`config.mk`:
```
export PLATFORM = sky130hd
export DESIGN_NAME = mfu_brick_seq_flat
export DESIGN_NICKNAME = d
export VERILOG_FILES = /design/src/rtl/mfu_brick_seq_if.sv /design/src/rtl/mfu_brick_seq.sv /design/src/flat_wrapper.sv
export SDC_FILE = /design/constraint.sdc
export NUM_CORES = 1
export LEC_CHECK = 0
export BUFFER_PORTS_ARGS = -buffer_cell sky130_fd_sc_hd__buf_2
export CAP_MARGIN = 10
export CELL_PAD_IN_SITES_DETAIL_PLACEMENT = 1
export CELL_PAD_IN_SITES_GLOBAL_PLACEMENT = 2
export CORE_ASPECT_RATIO = 1.25
export CORE_MARGIN = 3
export CORE_UTILIZATION = 30
export CTS_CLUSTER_DIAMETER = 120
export DETAILED_ROUTE_END_ITERATION = 10
export PLACE_DENSITY = 0.77
export SLEW_MARGIN = 20
export SYNTH_ARGS = -nofsm -noshare
export SYNTH_HDL_FRONTEND = slang
export SYNTH_SLANG_ARGS = --single-unit
```
`constraint.sdc`:
```
create_clock -name clk -period 4.4 [get_ports clk]
set_input_delay 0 -clock clk [delete_from_list [all_inputs] [get_ports clk]]
set_output_delay 0 -clock clk [all_outputs]
set_load 0.05 [all_outputs]
```
`src/rtl/mfu_brick_seq_if.sv`:
```
// Request/response handshake and brick-multiplier
// bus for the sequential 2-bit brick multiplier.
interface mfu_brick_seq_if;
  logic        in_valid;
  logic        in_ready;
  logic [7:0]  op_a;
  logic [7:0]  op_b;
  logic        a_signed;
  logic        b_signed;
  logic [1:0]  prec;
  logic        bb_en;
  logic [1:0]  bb_a;
  logic [1:0]  bb_b;
  logic [1:0]  bb_sel;
  logic [3:0]  bb_p;
  logic        out_valid;
  logic        out_ready;
  logic [15:0] result;

  modport slave (
    input  in_valid,
    input  op_a,
    input  op_b,
    input  a_signed,
    input  b_signed,
    input  prec,
    input  bb_p,
    input  out_ready,
    output in_ready,
    output bb_en,
    output bb_a,
    output bb_b,
    output bb_sel,
    output out_valid,
    output result
  );

  modport master (
    output in_valid,
    output op_a,
    output op_b,
    output a_signed,
    output b_signed,
    output prec,
    output bb_p,
    output out_ready,
    input  in_ready,
    input  bb_en,
    input  bb_a,
    input  bb_b,
    input  bb_sel,
    input  out_valid,
    input  result
  );
endinterface

```
`src/rtl/mfu_brick_seq.sv`:
```
// Sequential multiplier built from one 2x2 brick:
// walks N*N brick pairs and accumulates shifted partials.
module mfu_brick_seq (
  input logic clk,
  input logic nrst,
  mfu_brick_seq_if.slave bus
);

  typedef enum logic [1:0] {
    IDLE,
    RUN,
    DONE
  } state_t;

  state_t      state_q, state_d;
  logic [7:0]  a_q, a_d;
  logic [7:0]  b_q, b_d;
  logic        as_q, as_d;
  logic        bs_q, bs_d;
  logic [1:0]  pw_q, pw_d;
  logic [3:0]  k_q, k_d;
  logic [15:0] acc_q, acc_d;
  logic [15:0] res_q, res_d;

  logic [1:0]  bi, bj, ntop;
  logic [3:0]  kmax;
  logic [1:0]  a_brk, b_brk, sel;
  logic [2:0]  sh;
  logic [15:0] p16, term, acc_sum;
  logic        run;

  // Split k into a/b brick indices for the captured width
  always_comb begin
    bi   = 2'd0;
    bj   = 2'd0;
    ntop = 2'd0;
    kmax = 4'd0;
    unique case (pw_q)
      2'd0: begin
        bi   = 2'd0;
        bj   = 2'd0;
        ntop = 2'd0;
        kmax = 4'd0;
      end
      2'd1: begin
        bi   = {1'b0, k_q[1]};
        bj   = {1'b0, k_q[0]};
        ntop = 2'd1;
        kmax = 4'd3;
      end
      default: begin
        bi   = k_q[3:2];
        bj   = k_q[1:0];
        ntop = 2'd3;
        kmax = 4'd15;
      end
    endcase
  end

  // Brick operands, signedness and the shifted partial product
  always_comb begin
    a_brk   = a_q[{bi, 1'b0} +: 2];
    b_brk   = b_q[{bj, 1'b0} +: 2];
    sel     = {as_q && (bi == ntop), bs_q && (bj == ntop)};
    p16     = (|sel) ? {{12{bus.bb_p[3]}}, bus.bb_p}
                     : {12'b0, bus.bb_p};
    sh      = {1'b0, bi} + {1'b0, bj};
    term    = p16 << {sh, 1'b0};
    acc_sum = acc_q + term;
  end

  assign run = (state_q == RUN);

  assign bus.in_ready  = (state_q == IDLE);
  assign bus.out_valid = (state_q == DONE);
  assign bus.result    = res_q;
  assign bus.bb_en     = run;
  assign bus.bb_a      = run ? a_brk : 2'b00;
  assign bus.bb_b      = run ? b_brk : 2'b00;
  assign bus.bb_sel    = run ? sel : 2'b00;

  // Next state: accept, step bricks, hold result until taken
  always_comb begin
    state_d = state_q;
    a_d     = a_q;
    b_d     = b_q;
    as_d    = as_q;
    bs_d    = bs_q;
    pw_d    = pw_q;
    k_d     = k_q;
    acc_d   = acc_q;
    res_d   = res_q;
    unique case (1'b1)
      (state_q == IDLE): begin
        if (bus.in_valid) begin
          a_d     = bus.op_a;
          b_d     = bus.op_b;
          as_d    = bus.a_signed;
          bs_d    = bus.b_signed;
          pw_d    = (bus.prec == 2'd0) ? 2'd0 :
                    (bus.prec == 2'd1) ? 2'd1 : 2'd2;
          k_d     = 4'd0;
          acc_d   = 16'd0;
          state_d = RUN;
        end
      end
      (state_q == RUN): begin
        acc_d = acc_sum;
        k_d   = k_q + 4'd1;
        if (k_q == kmax) begin
          res_d   = acc_sum;
          state_d = DONE;
        end
      end
      (state_q == DONE): begin
        if (bus.out_ready) begin
          state_d = IDLE;
        end
      end
      default: begin
        state_d = IDLE;
      end
    endcase
  end

  // State and datapath registers, synchronous reset
  always_ff @(posedge clk) begin
    if (!nrst) begin
      state_q <= IDLE;
      a_q     <= 8'd0;
      b_q     <= 8'd0;
      as_q    <= 1'b0;
      bs_q    <= 1'b0;
      pw_q    <= 2'd0;
      k_q     <= 4'd0;
      acc_q   <= 16'd0;
      res_q   <= 16'd0;
    end else begin
      state_q <= state_d;
      a_q     <= a_d;
      b_q     <= b_d;
      as_q    <= as_d;
      bs_q    <= bs_d;
      pw_q    <= pw_d;
      k_q     <= k_d;
      acc_q   <= acc_d;
      res_q   <= res_d;
    end
  end

endmodule

```
`src/flat_wrapper.sv`:
```
// flat-port wrapper written by rule: the top's interface ports become plain ports
module mfu_brick_seq_flat 
  (clk, nrst, bus_in_valid, bus_op_a, bus_op_b, bus_a_signed, bus_b_signed, bus_prec, bus_bb_p, bus_out_ready, bus_in_ready, bus_bb_en, bus_bb_a, bus_bb_b, bus_bb_sel, bus_out_valid, bus_result);
  mfu_brick_seq_if bus_i ();
  input logic clk;
  input logic nrst;
  input wire logic [$bits(bus_i.in_valid)-1:0] bus_in_valid;
  input wire logic [$bits(bus_i.op_a)-1:0] bus_op_a;
  input wire logic [$bits(bus_i.op_b)-1:0] bus_op_b;
  input wire logic [$bits(bus_i.a_signed)-1:0] bus_a_signed;
  input wire logic [$bits(bus_i.b_signed)-1:0] bus_b_signed;
  input wire logic [$bits(bus_i.prec)-1:0] bus_prec;
  input wire logic [$bits(bus_i.bb_p)-1:0] bus_bb_p;
  input wire logic [$bits(bus_i.out_ready)-1:0] bus_out_ready;
  output wire logic [$bits(bus_i.in_ready)-1:0] bus_in_ready;
  output wire logic [$bits(bus_i.bb_en)-1:0] bus_bb_en;
  output wire logic [$bits(bus_i.bb_a)-1:0] bus_bb_a;
  output wire logic [$bits(bus_i.bb_b)-1:0] bus_bb_b;
  output wire logic [$bits(bus_i.bb_sel)-1:0] bus_bb_sel;
  output wire logic [$bits(bus_i.out_valid)-1:0] bus_out_valid;
  output wire logic [$bits(bus_i.result)-1:0] bus_result;
  assign bus_i.in_valid = bus_in_valid;
  assign bus_i.op_a = bus_op_a;
  assign bus_i.op_b = bus_op_b;
  assign bus_i.a_signed = bus_a_signed;
  assign bus_i.b_signed = bus_b_signed;
  assign bus_i.prec = bus_prec;
  assign bus_i.bb_p = bus_bb_p;
  assign bus_i.out_ready = bus_out_ready;
  assign bus_in_ready = bus_i.in_ready;
  assign bus_bb_en = bus_i.bb_en;
  assign bus_bb_a = bus_i.bb_a;
  assign bus_bb_b = bus_i.bb_b;
  assign bus_bb_sel = bus_i.bb_sel;
  assign bus_out_valid = bus_i.out_valid;
  assign bus_result = bus_i.result;
  mfu_brick_seq u_core (.clk(clk), .nrst(nrst), .bus(bus_i));
endmodule
```
==> out/qor.csv <==
stage,metric,value,unit
grt,grt_pass1_wl,19300,µm
cells_and_area,num_antenna_cells,0,
placement,gp_congestion,0.838,
logic_synthesis,syn_nets,527,
die,io_pins,53,
detailed_routing,antenna_left,0,
clock_tree,clock-sinks,58,
die,start_util,0.311,
outcome,outcome,finished clean,
sta,setup_viol,0,
die,die-width,105,µm
cells_and_area,fin_cells,705,
cells_and_area,area_growth_syn_to_layout,23.6,%
clock_tree,post_cts_buffers,0,
clock_tree,cts_tree,done,
setup_path,endpoint_kind,flip-flop,
setup_path,required,4630,ps
sta,hold_viol,0,
clock_tree,cts_inserted_buffers,9,
detailed_routing,first_pass_iters,4,
logic_synthesis,synth_warnings,0,
pwr,peakVddDrop,203,µV
die,die_area,0.0135,mm²
logic_synthesis,synth_area_per_cell,7.60,µm²
logic_synthesis,synth_cell_types,61,
sta,slew-limit-headroom,0.354,
grt,antenna_found_initial,0,
cells_and_area,fin_nets,587,
detailed_routing,wl_per_cell,16.5,µm
clock_tree,clkTransAtPathRegs,50,ps
detailed_routing,drt_iter0_markers,193,
cells_and_area,layout-drive-gt1-share,0.176,
logic_synthesis,synth_flop_cell,dfxtp_1,
clock_tree,cts-root-buf,clkbuf_16,
cells_and_area,utilization,0.385,
logic_synthesis,synth_seq_area_share,0.318,
sta,slew_viol_final,0,
placement,dp_cells,669,
logic_synthesis,synth_edf_count,0,
sta,worst_slack,370,ps
cells_and_area,num-fill-cells,1427,
grt,gr-total-overflow,0,
grt,grt.total_usage,0.178,
logic_synthesis,yosysTopAreaCellShare,0.318,
logic_synthesis,synth.cell_area,0.00365,mm²
grt,grt_max_degree,37,
sta,worstMarginPinSlew,969,ps
sta,fin_crit,4030,ps
detailed_routing,drc,0,
detailed_routing,vias_per_cell,5.24,
logic_synthesis,ys_seq_elements,58,
sta,max_freq,0.248,GHz
clock_tree,clk_path_buf_depth,2,
logic_synthesis,synth_cells,480,
sta,clock_skew,4.32,ps
die,num_rows,44,
pwr,power.leakage,0.00185,µW
logic_synthesis,yosysTopAreaCell,dfxtp_1,
die,coreArea,0.0117,mm²
detailed_routing,wirelength,11700,µm
logic_synthesis,ys_top_cells_by_area,"dfxtp_1 32%, nand2_1 9.2%, a21oi_1 8.1%",
setup_path,path_class,reg -> reg,
setup_path,start_kind,flip-flop,
sta,finalSetupTns,0,ps
placement,port_buffers,52,
setup_path,worst_ep_arrival_time,4260,ps
die,fp.dieH,129,µm
pwr,powerDensity,353,mW/mm²
clock_tree,clk_latency,330,ps
flow_run,maxCapViolations,0,
detailed_routing,vias,3692,
setup_path,crit_fanout,16,
placement,place_hpwl,8510,µm
grt,grt_pass1_vias,3909,
sta,rsz0062_at_grt,false,
sta,finalCritPeriodShare,0.916,
clock_tree,h-tree-depth,3,
cells_and_area,final_common_cell,nand2_1,
placement,preCtsSetupSlack,81.6,ps
logic_synthesis,synth-async-reset-ratio,0,
min_path,hp-class,in -> reg,
cells_and_area,final_cell_mix,"89 x nand2_1, 59 x a21oi_1, 57 x dfxtp_1",
## per-stage QoR
stage	hold WS, ps	total power [µW]	instance area [µm²]
floorplan	136	815	3650
global placement	240	897	4000
detailed placement	249	905	4000
CTS	129	1610	4500
global route	158	1680	4510
finish	137	1590	4510
## synth_stat cells, types with 6 or more instances
cell type,instances
nand2_1,89
a21oi_1,59
dfxtp_1,58
nand3_1,33
nor2_1,28
clkbuf_1,23
o21ai_0,23
ha_1,17
nor3_1,15
inv_1,11
and2_1,10
a21o_1,7
nand4_1,6
nor2b_1,6
## state kept, by name, indices dropped and copies added, names as in the netlist
register and flops:
u_core.bs_q 1, u_core.state_q 2, u_core.a_q 8, u_core.pw_q 2, u_core.bus.result 16, u_core.as_q 1, u_core.b_q 8, u_core.k_q 4
u_core.acc_q 16
## timing repair
action,in CTS,in global routing
hold buffers,21,0
setup endpoints to repair,0,11
endpoints found under the hold margin,21,0
resized for setup,0,3
## worst max-delay path, stage by stage, from the launching register on
cell and delay [ps]:
dfxtp_1 370, o21ai_0 320, inv_1 90, ha_1 220, fa_2 710, inv_1 140
o21ai_0 110, a21oi_1 120, ha_1 370, a21o_1 220, a21oi_1 330, a21boi_0 150
o21a_1 210, or2_2 290, o311ai_1 280
## where the power goes
part	internal [µW]	switching [µW]
Combinational	113	217
Clock	431	253
Sequential	555	20.6
## worst paths after layout
kind | from | to | slack [ps] | cells after the start
worst max-delay path | u_core.pw_q[0]$_SDFFE_PN0P_ | u_core.acc_q[8]$_SDFFE_PN0P_ | 370 | 14
worst max register to register | u_core.pw_q[0]$_SDFFE_PN0P_ | u_core.acc_q[8]$_SDFFE_PN0P_ | 370 | 14
worst min register to register | u_core.b_q[3]$_SDFFE_PN0P_ | u_core.b_q[3]$_SDFFE_PN0P_ | 450 | 2
worst min-delay path | nrst | u_core.acc_q[7]$_SDFFE_PN0P_ | 140 | 2
## routing by layer
metal  wire, µm  part of all wire  GRT usage
met1       4800              0.41      0.195
met2       6290              0.54      0.348
met4        289             0.025     0.0680
met3        273             0.023     0.0254
met5          0                 0          0
## cell families (layout without fill, tap and decap cells)
group | Yosys count | after routing | share of synthesized area
AOI/OAI and AO/OA | 137 | 137 | 0.239
xor gates and xnor gates | 10 | 10 | 0.0240
adders and majority gates | 19 | 19 | 0.0693
buffers and inverters | 47 | 111 | 0.0631
DFF | 58 | 58 | 0.318
muxes | 8 | 8 | 0.0357
and+or+nand+nor | 201 | 201 | 0.251
## cell type report
class | count | area, µm² | area share
multi-input cells | 375 | 2270 | 0.503
flip-flops and latches | 58 | 1160 | 0.258
repair buffers | 83 | 546 | 0.121
clock buffers | 9 | 225 | 0.0499
well taps | 161 | 201 | 0.0447
clock inverters | 6 | 58.8 | 0.0130
inverters | 13 | 48.8 | 0.0108
Note: power is estimated with default switching activity, not from simulation.
